**config.mk**
```make
export PLATFORM = sky130hd
export DESIGN_NAME = fuzz_campaign_scheduler
export DESIGN_NICKNAME = d
export VERILOG_FILES = /design/src/rtl/fuzz_campaign_scheduler.sv
export SDC_FILE = /design/constraint.sdc
export NUM_CORES = 1
export LEC_CHECK = 0
export CAP_MARGIN = 10
export CORE_MARGIN = 1.5
export CORE_UTILIZATION = 30
export CTS_CLUSTER_DIAMETER = 40
export CTS_CLUSTER_SIZE = 40
export DETAILED_ROUTE_END_ITERATION = 12
export GPL_TIMING_DRIVEN = 0
export SYNTH_ARGS = -nofsm -noshare
export SYNTH_HDL_FRONTEND = slang
export SYNTH_SLANG_ARGS = --single-unit
```
**constraint.sdc**
```tcl
create_clock -name clk -period 6.83 [get_ports clk]
set_clock_uncertainty 0.2 [all_clocks]
set_input_delay 1.7075 -clock clk [delete_from_list [all_inputs] [get_ports clk]]
set_output_delay 1.7075 -clock clk [all_outputs]
set_load 0.05 [all_outputs]
```
**src/rtl/fuzz_campaign_scheduler.sv**
```systemverilog
`default_nettype none
// ============================================================================
// Module : fuzz_campaign_scheduler
// Brief  : Steers a satellite fuzzer through alternating random/mutated slices
//          over AHB-Lite and tallies the findings it reports.
// Rev    : 1.0  initial release
// ============================================================================
module fuzz_campaign_scheduler #(
    parameter int SLICE_CYCLES = 64,
    parameter int NUM_ROUNDS   = 4
) (
    input  logic        clk,
    input  logic        rst,
    input  logic        start,
    input  logic        abort,
    input  logic        stop_on_crash,
    output logic        hsel,
    output logic        hwrite,
    output logic [31:0] hwdata,
    input  logic [31:0] hrdata,
    output logic        busy,
    output logic        done,
    output logic        aborted,
    output logic [1:0]  cur_mode,
    output logic [7:0]  crash_cnt,
    output logic [7:0]  hang_cnt,
    output logic [7:0]  ovf_cnt,
    output logic [7:0]  mism_cnt,
    output logic [31:0] last_status
);

    typedef enum logic [2:0] {
        S_IDLE     = 3'd0,
        S_CFG_RAND = 3'd1,
        S_RUN_RAND = 3'd2,
        S_CFG_MUT  = 3'd3,
        S_RUN_MUT  = 3'd4,
        S_CFG_IDLE = 3'd5,
        S_DONE     = 3'd6
    } state_t;

    localparam logic [15:0] c_SLICE_LAST = 16'(SLICE_CYCLES - 1);
    localparam logic [7:0]  c_ROUND_LAST = 8'(NUM_ROUNDS - 1);

    state_t      state_q;
    logic [15:0] slice_q;
    logic [7:0]  round_q;
    logic [31:0] prev_q;
    logic [31:0] last_q;
    logic        busy_q;
    logic        done_q;
    logic        aborted_q;
    logic [1:0]  cur_mode_q;
    logic [7:0]  crash_q;
    logic [7:0]  hang_q;
    logic [7:0]  ovf_q;
    logic [7:0]  mism_q;

    logic        w_run;
    logic        w_sample;
    logic        w_edge;
    logic [15:0] w_tag;
    logic        w_stop;
    logic        w_slice_end;

    function automatic logic [7:0] sat_inc(input logic [7:0] v);
        return (v == 8'hFF) ? v : v + 8'd1;
    endfunction

    // The first cycle of each slice lets the satellite settle into the new mode.
    assign w_run       = (state_q == S_RUN_RAND) || (state_q == S_RUN_MUT);
    assign w_sample    = w_run && (slice_q != 16'd0);
    assign w_edge      = (slice_q == 16'd1) || (hrdata != prev_q);
    assign w_tag       = hrdata[31:16];
    assign w_stop      = abort || (stop_on_crash && w_sample && (w_tag == 16'hDEAD));
    assign w_slice_end = (slice_q == c_SLICE_LAST);

    always_comb begin
        hsel   = 1'b0;
        hwrite = 1'b0;
        hwdata = 32'd0;
        case (state_q)
            S_CFG_RAND: begin hsel = 1'b1; hwrite = 1'b1; hwdata = 32'd1; end
            S_CFG_MUT:  begin hsel = 1'b1; hwrite = 1'b1; hwdata = 32'd2; end
            S_CFG_IDLE: begin hsel = 1'b1; hwrite = 1'b1; hwdata = 32'd0; end
            default: ;
        endcase
    end

    always_ff @(posedge clk or posedge rst) begin
        if (rst) begin
            state_q    <= S_IDLE;
            slice_q    <= '0;
            round_q    <= '0;
            prev_q     <= '0;
            last_q     <= '0;
            busy_q     <= 1'b0;
            done_q     <= 1'b0;
            aborted_q  <= 1'b0;
            cur_mode_q <= 2'd0;
            crash_q    <= '0;
            hang_q     <= '0;
            ovf_q      <= '0;
            mism_q     <= '0;
        end else begin
            done_q <= 1'b0;
            if (w_sample) begin
                last_q <= hrdata;
                prev_q <= hrdata;
                if (w_edge) begin
                    case (w_tag)
                        16'hDEAD: crash_q <= sat_inc(crash_q);
                        16'hBEEF: hang_q  <= sat_inc(hang_q);
                        16'hC0DE: ovf_q   <= sat_inc(ovf_q);
                        16'hFFFF: mism_q  <= sat_inc(mism_q);
                        default: ;
                    endcase
                end
            end
            case (state_q)
                S_IDLE: begin
                    if (start) begin
                        state_q   <= S_CFG_RAND;
                        busy_q    <= 1'b1;
                        slice_q   <= '0;
                        round_q   <= '0;
                        last_q    <= '0;
                        aborted_q <= 1'b0;
                        crash_q   <= '0;
                        hang_q    <= '0;
                        ovf_q     <= '0;
                        mism_q    <= '0;
                    end
                end
                S_CFG_RAND, S_CFG_MUT: begin
                    cur_mode_q <= (state_q == S_CFG_RAND) ? 2'd1 : 2'd2;
                    slice_q    <= '0;
                    if (abort) begin
                        state_q   <= S_CFG_IDLE;
                        aborted_q <= 1'b1;
                    end else begin
                        state_q <= (state_q == S_CFG_RAND) ? S_RUN_RAND : S_RUN_MUT;
                    end
                end
                S_RUN_RAND, S_RUN_MUT: begin
                    slice_q <= slice_q + 16'd1;
                    if (w_stop) begin
                        state_q   <= S_CFG_IDLE;
                        aborted_q <= 1'b1;
                    end else if (w_slice_end) begin
                        if (state_q == S_RUN_RAND) begin
                            state_q <= S_CFG_MUT;
                        end else if (round_q == c_ROUND_LAST) begin
                            state_q <= S_CFG_IDLE;
                        end else begin
                            round_q <= round_q + 8'd1;
                            state_q <= S_CFG_RAND;
                        end
                    end
                end
                S_CFG_IDLE: begin
                    cur_mode_q <= 2'd0;
                    state_q    <= S_DONE;
                    done_q     <= 1'b1;
                end
                S_DONE: begin
                    state_q <= S_IDLE;
                    busy_q  <= 1'b0;
                end
                default: state_q <= S_IDLE;
            endcase
        end
    end

    assign busy        = busy_q;
    assign done        = done_q;
    assign aborted     = aborted_q;
    assign cur_mode    = cur_mode_q;
    assign crash_cnt   = crash_q;
    assign hang_cnt    = hang_q;
    assign ovf_cnt     = ovf_q;
    assign mism_cnt    = mism_q;
    assign last_status = last_q;

endmodule
`default_nettype wire

```
==> results by group <==
Synth
  • Syn Area/Cell: 8.99 sq um
  • Post-synth cell types: 55
  • Cells after Synth: 740
  • Share of the synthesized area in the top cell type: 0.482
  • Ys async rst share: 1.00
  • Yosys top cell by area: dfrtp_1
  • Compound-Gate Fraction of Synth Area: 0.114
  • Post-synthesis adder-cell area fraction: 0.0150
  • Main synth FF type: dfrtp_1
  • Main combinational cell family by area after synthesis: simple AND/OR/NAND/NOR gates
  • Post-Synth Simple-Gate Area: 0.257
  • Largest cells by area after synthesis: dfrtp_1, nand2_1, a21oi_1
  • Seq cells post-synth: 128
  • Post-synthesis mux area share: 0.00752
  • Post-synthesis sequential area ratio: 0.482
  • Ys Warns: 0
  • XOR/XNOR share of the synthesized area: 0.0566
  • Netlist Area Pre-Place: 0.00665 sq mm
  • Post-synth EDFFs: 0

Detailed routing
  • Vias per inst: 4.91
  • Drt total wl: 18400 um
  • Final ANT Viol Nets: 0
  • Via count: 5840
  • Detailed-route wire length per cell: 15.5 um
  • DRC Markers: 0
  • Drt first-iter violations: 427
  • Detailed Routing Iterations Pass 1: 5

STA
  • Max frequency: 214 MHz
  • Final min period: 4.68 ns
  • Final Cycle Share: 0.685
  • Setup TNS: 0 ns
  • Number of max-slew violations in the final report: 0
  • Relative slew slack: 0.480
  • Endpoints failing setup: 0
  • Slew @ Worst Pin: 0.772 ns
  • Final Hold Viols: 0
  • RSZ-0062 raised after global routing: no
  • Crit path setup slack, layout: 2.15 ns

Floorplanning
  • Die ar.: 0.0231 sq mm
  • I/O pins: 140
  • Initial Utilization: 0.306
  • DIE HEIGHT: 152 um
  • Die X: 152 um
  • Site row count: 54
  • Total core area: 0.0218 sq mm

Worst setup path
  • Startpoint Class: primary input
  • WS Path Type: in -> reg
  • Critical Path, Cell by Cell: clkdlybuf4s50_1 > xnor2_1 > nand4_1 > nor4_1 > and3_1 > clkbuf_1 > buf_2 > o21ai_0 > a21oi_1
  • WP buf/inv: 3
  • Critical Path Max Stage Delay: 0.60 ns
  • Crit. End Element: flop
  • Max FO, Critical Path: 10
  • Worst path arrival time: 4.82 ns
  • Family with the most delay on the worst path: buffers and inverters
  • WP data required: 6.97 ns
  • Slowest stage cell, crit path: nor4_1

Clock tree
  • H-Tree Level Count: 4
  • Clk sink count: 128
  • CTS Buffer Depth: 2
  • CTS Hold Bufs: 0
  • Total setup buffers inserted after CTS: 0
  • CTS tree: done
  • Clock root buffer: clkbuf_16
  • CTS Buf Count: 17
  • Worst skew pair latency: 0.42 ns
  • Clock slew seen by the registers of the worst setup and hold paths: 0.07 ns
  • Post-CTS resize count: 0

Pwr
  • Pwr dens: 412 mW/mm^2
  • Max IR drop VDD: 0.285 mV
  • Leak: 0.00385 uW

Place
  • Routability cong.: 0.814
  • Worst slack, placed: 1.78 ns
  • DP HPWL: 13400 um
  • Port Buffers: 108

Global route
  • Initial antenna violation count: 0
  • Total track usage: 0.164
  • Vias in the first global route: 5683
  • Remaining Overflow, GRT: 0
  • First-pass GRT wire length: 30500 um
  • Largest net degree at the start of global routing: 74

Worst hold path
  • Hold WC Path Type: reg -> reg

Cells and area
  • Fin nets: 942
  • Inserted Diodes: 0
  • Share of post-route cells with drive strength above 1: 0.100
  • Most frequent cells in the layout: nand2_1, dfrtp_1, clkdlybuf4s50_1
  • Synthesis-to-finish area growth: 32.6%
  • Most common cell after layout, fill and taps aside: nand2_1
  • Filler cells: 2206

Status
  • Status: finished clean

Flow run
  • Max-cap violations: 0
==> state kept, by name (all words and copies together) (netlist names), 2 cells and up <==
signal / count
prev_q: 32
cur_mode: 2
state_q: 3
ovf_cnt: 8
slice_q: 16
crash_cnt: 8
hang_cnt: 8
last_status: 32
round_q: 8
mism_cnt: 8
==> where the power goes <==
part	switching [uW]	internal [uW]	total (uW)	leakage, uW
Sequential	158	985	1140	0.00169
Clock	375	549	923	0.000292
Combinational	1050	517	1570	0.00187
Total	1590	2050	3640	0.00385
==> synthesized netlist by cell type (2+ instances only) <==
master    count
buf_2         6
a21oi_1      71
or2_2         3
nor2_1       26
nor3_1       15
nand3b_1      2
buf_4        31
inv_1        20
o41ai_1       3
nor3b_1       3
nand2_1     158
and2_1        4
dfrtp_1     128
nand4_1      20
or3_1         5
a21bo_2       2
nand3_1      29
and4_1        7
or4b_2        2
a211oi_1      2
and3_1       23
xor2_1        4
nor2b_1       2
ha_1          8
and4b_1       3
nand2b_1      5
nand4_2       2
nor4_1       13
or4_1        13
o21ai_0      19
a31o_2        7
o31ai_1      10
a31oi_1       2
mux2i_1       5
xnor2_1      39
clkbuf_1     29
==> final timing paths <==
check	startpoint	endpoint	slack [ns]	cells after the start
min in group asynchronous	rst	prev_q[28]	1.52	2
max in group asynchronous	rst	ovf_cnt[0]	4.15	3
worst max-delay path	hrdata[28]	mism_cnt[1]	2.15	9
worst max register to register	prev_q[1]	mism_cnt[1]	3.58	8
worst min register to register	prev_q[11]	prev_q[11]	0.30	2
worst min-delay path	prev_q[11]	prev_q[11]	0.30	2
==> metal layers <==
metal / part of all wire / vias to the layer above / routed length [um] / GRT usage
li1: - / 2858 / - / -
met1: 0.45 / 2806 / 8320 / 0.214
met2: 0.48 / 166 / 8790 / 0.266
met3: 0.061 / 10 / 1120 / 0.0482
met4: 0.0085 / 0 / 157 / 0.0421
met5: 0 / - / 0 / 0
==> through the flow <==
step	power, uW	hold WS (ns)	instance area (sq um)	std cells	util
floorplan	2220	0.267	6760	769	-
global placement	2710	0.278	8190	1157	0.377
detailed placement	2730	0.284	8220	1158	0.378
CTS	3680	0.301	8820	1190	0.405
global route	3870	0.322	8820	1190	0.405
finish	3640	0.295	8820	1190	0.405
==> tightest hold or removal path: stages (launching register included) <==
cell and delay [ns]:
dfrtp_1 0.36, nand2_1 0.05, nand2_1 0.05
==> cell type report <==
class                           instances  area [sq um]  area share
Sequential cell                       128          3200       0.363
Multi-Input combinational cell        555          3110       0.353
Timing Repair Buffer                  109          1110       0.126
Clock buffer                           17           425      0.0482
Buffer                                 66           372      0.0421
Tap cell                              280           350      0.0397
Clock inverter                         15           171      0.0194
Inverter                               20          80.1     0.00908
==> cells by family (layout without fill, tap and decap cells) <==
| kind of cell | count (synthesis) | in the layout |
|---|---|---|
| xor gates and xnor gates | 43 | 43 |
| AOI/OAI and AO/OA | 127 | 127 |
| DFF | 128 | 128 |
| muxes | 5 | 5 |
| buffers and inverters | 86 | 227 |
| other | 1 | 30 |
| and+or+nand+nor | 342 | 342 |
| adders and majority gates | 8 | 8 |
(Power assumes the default switching activity.)
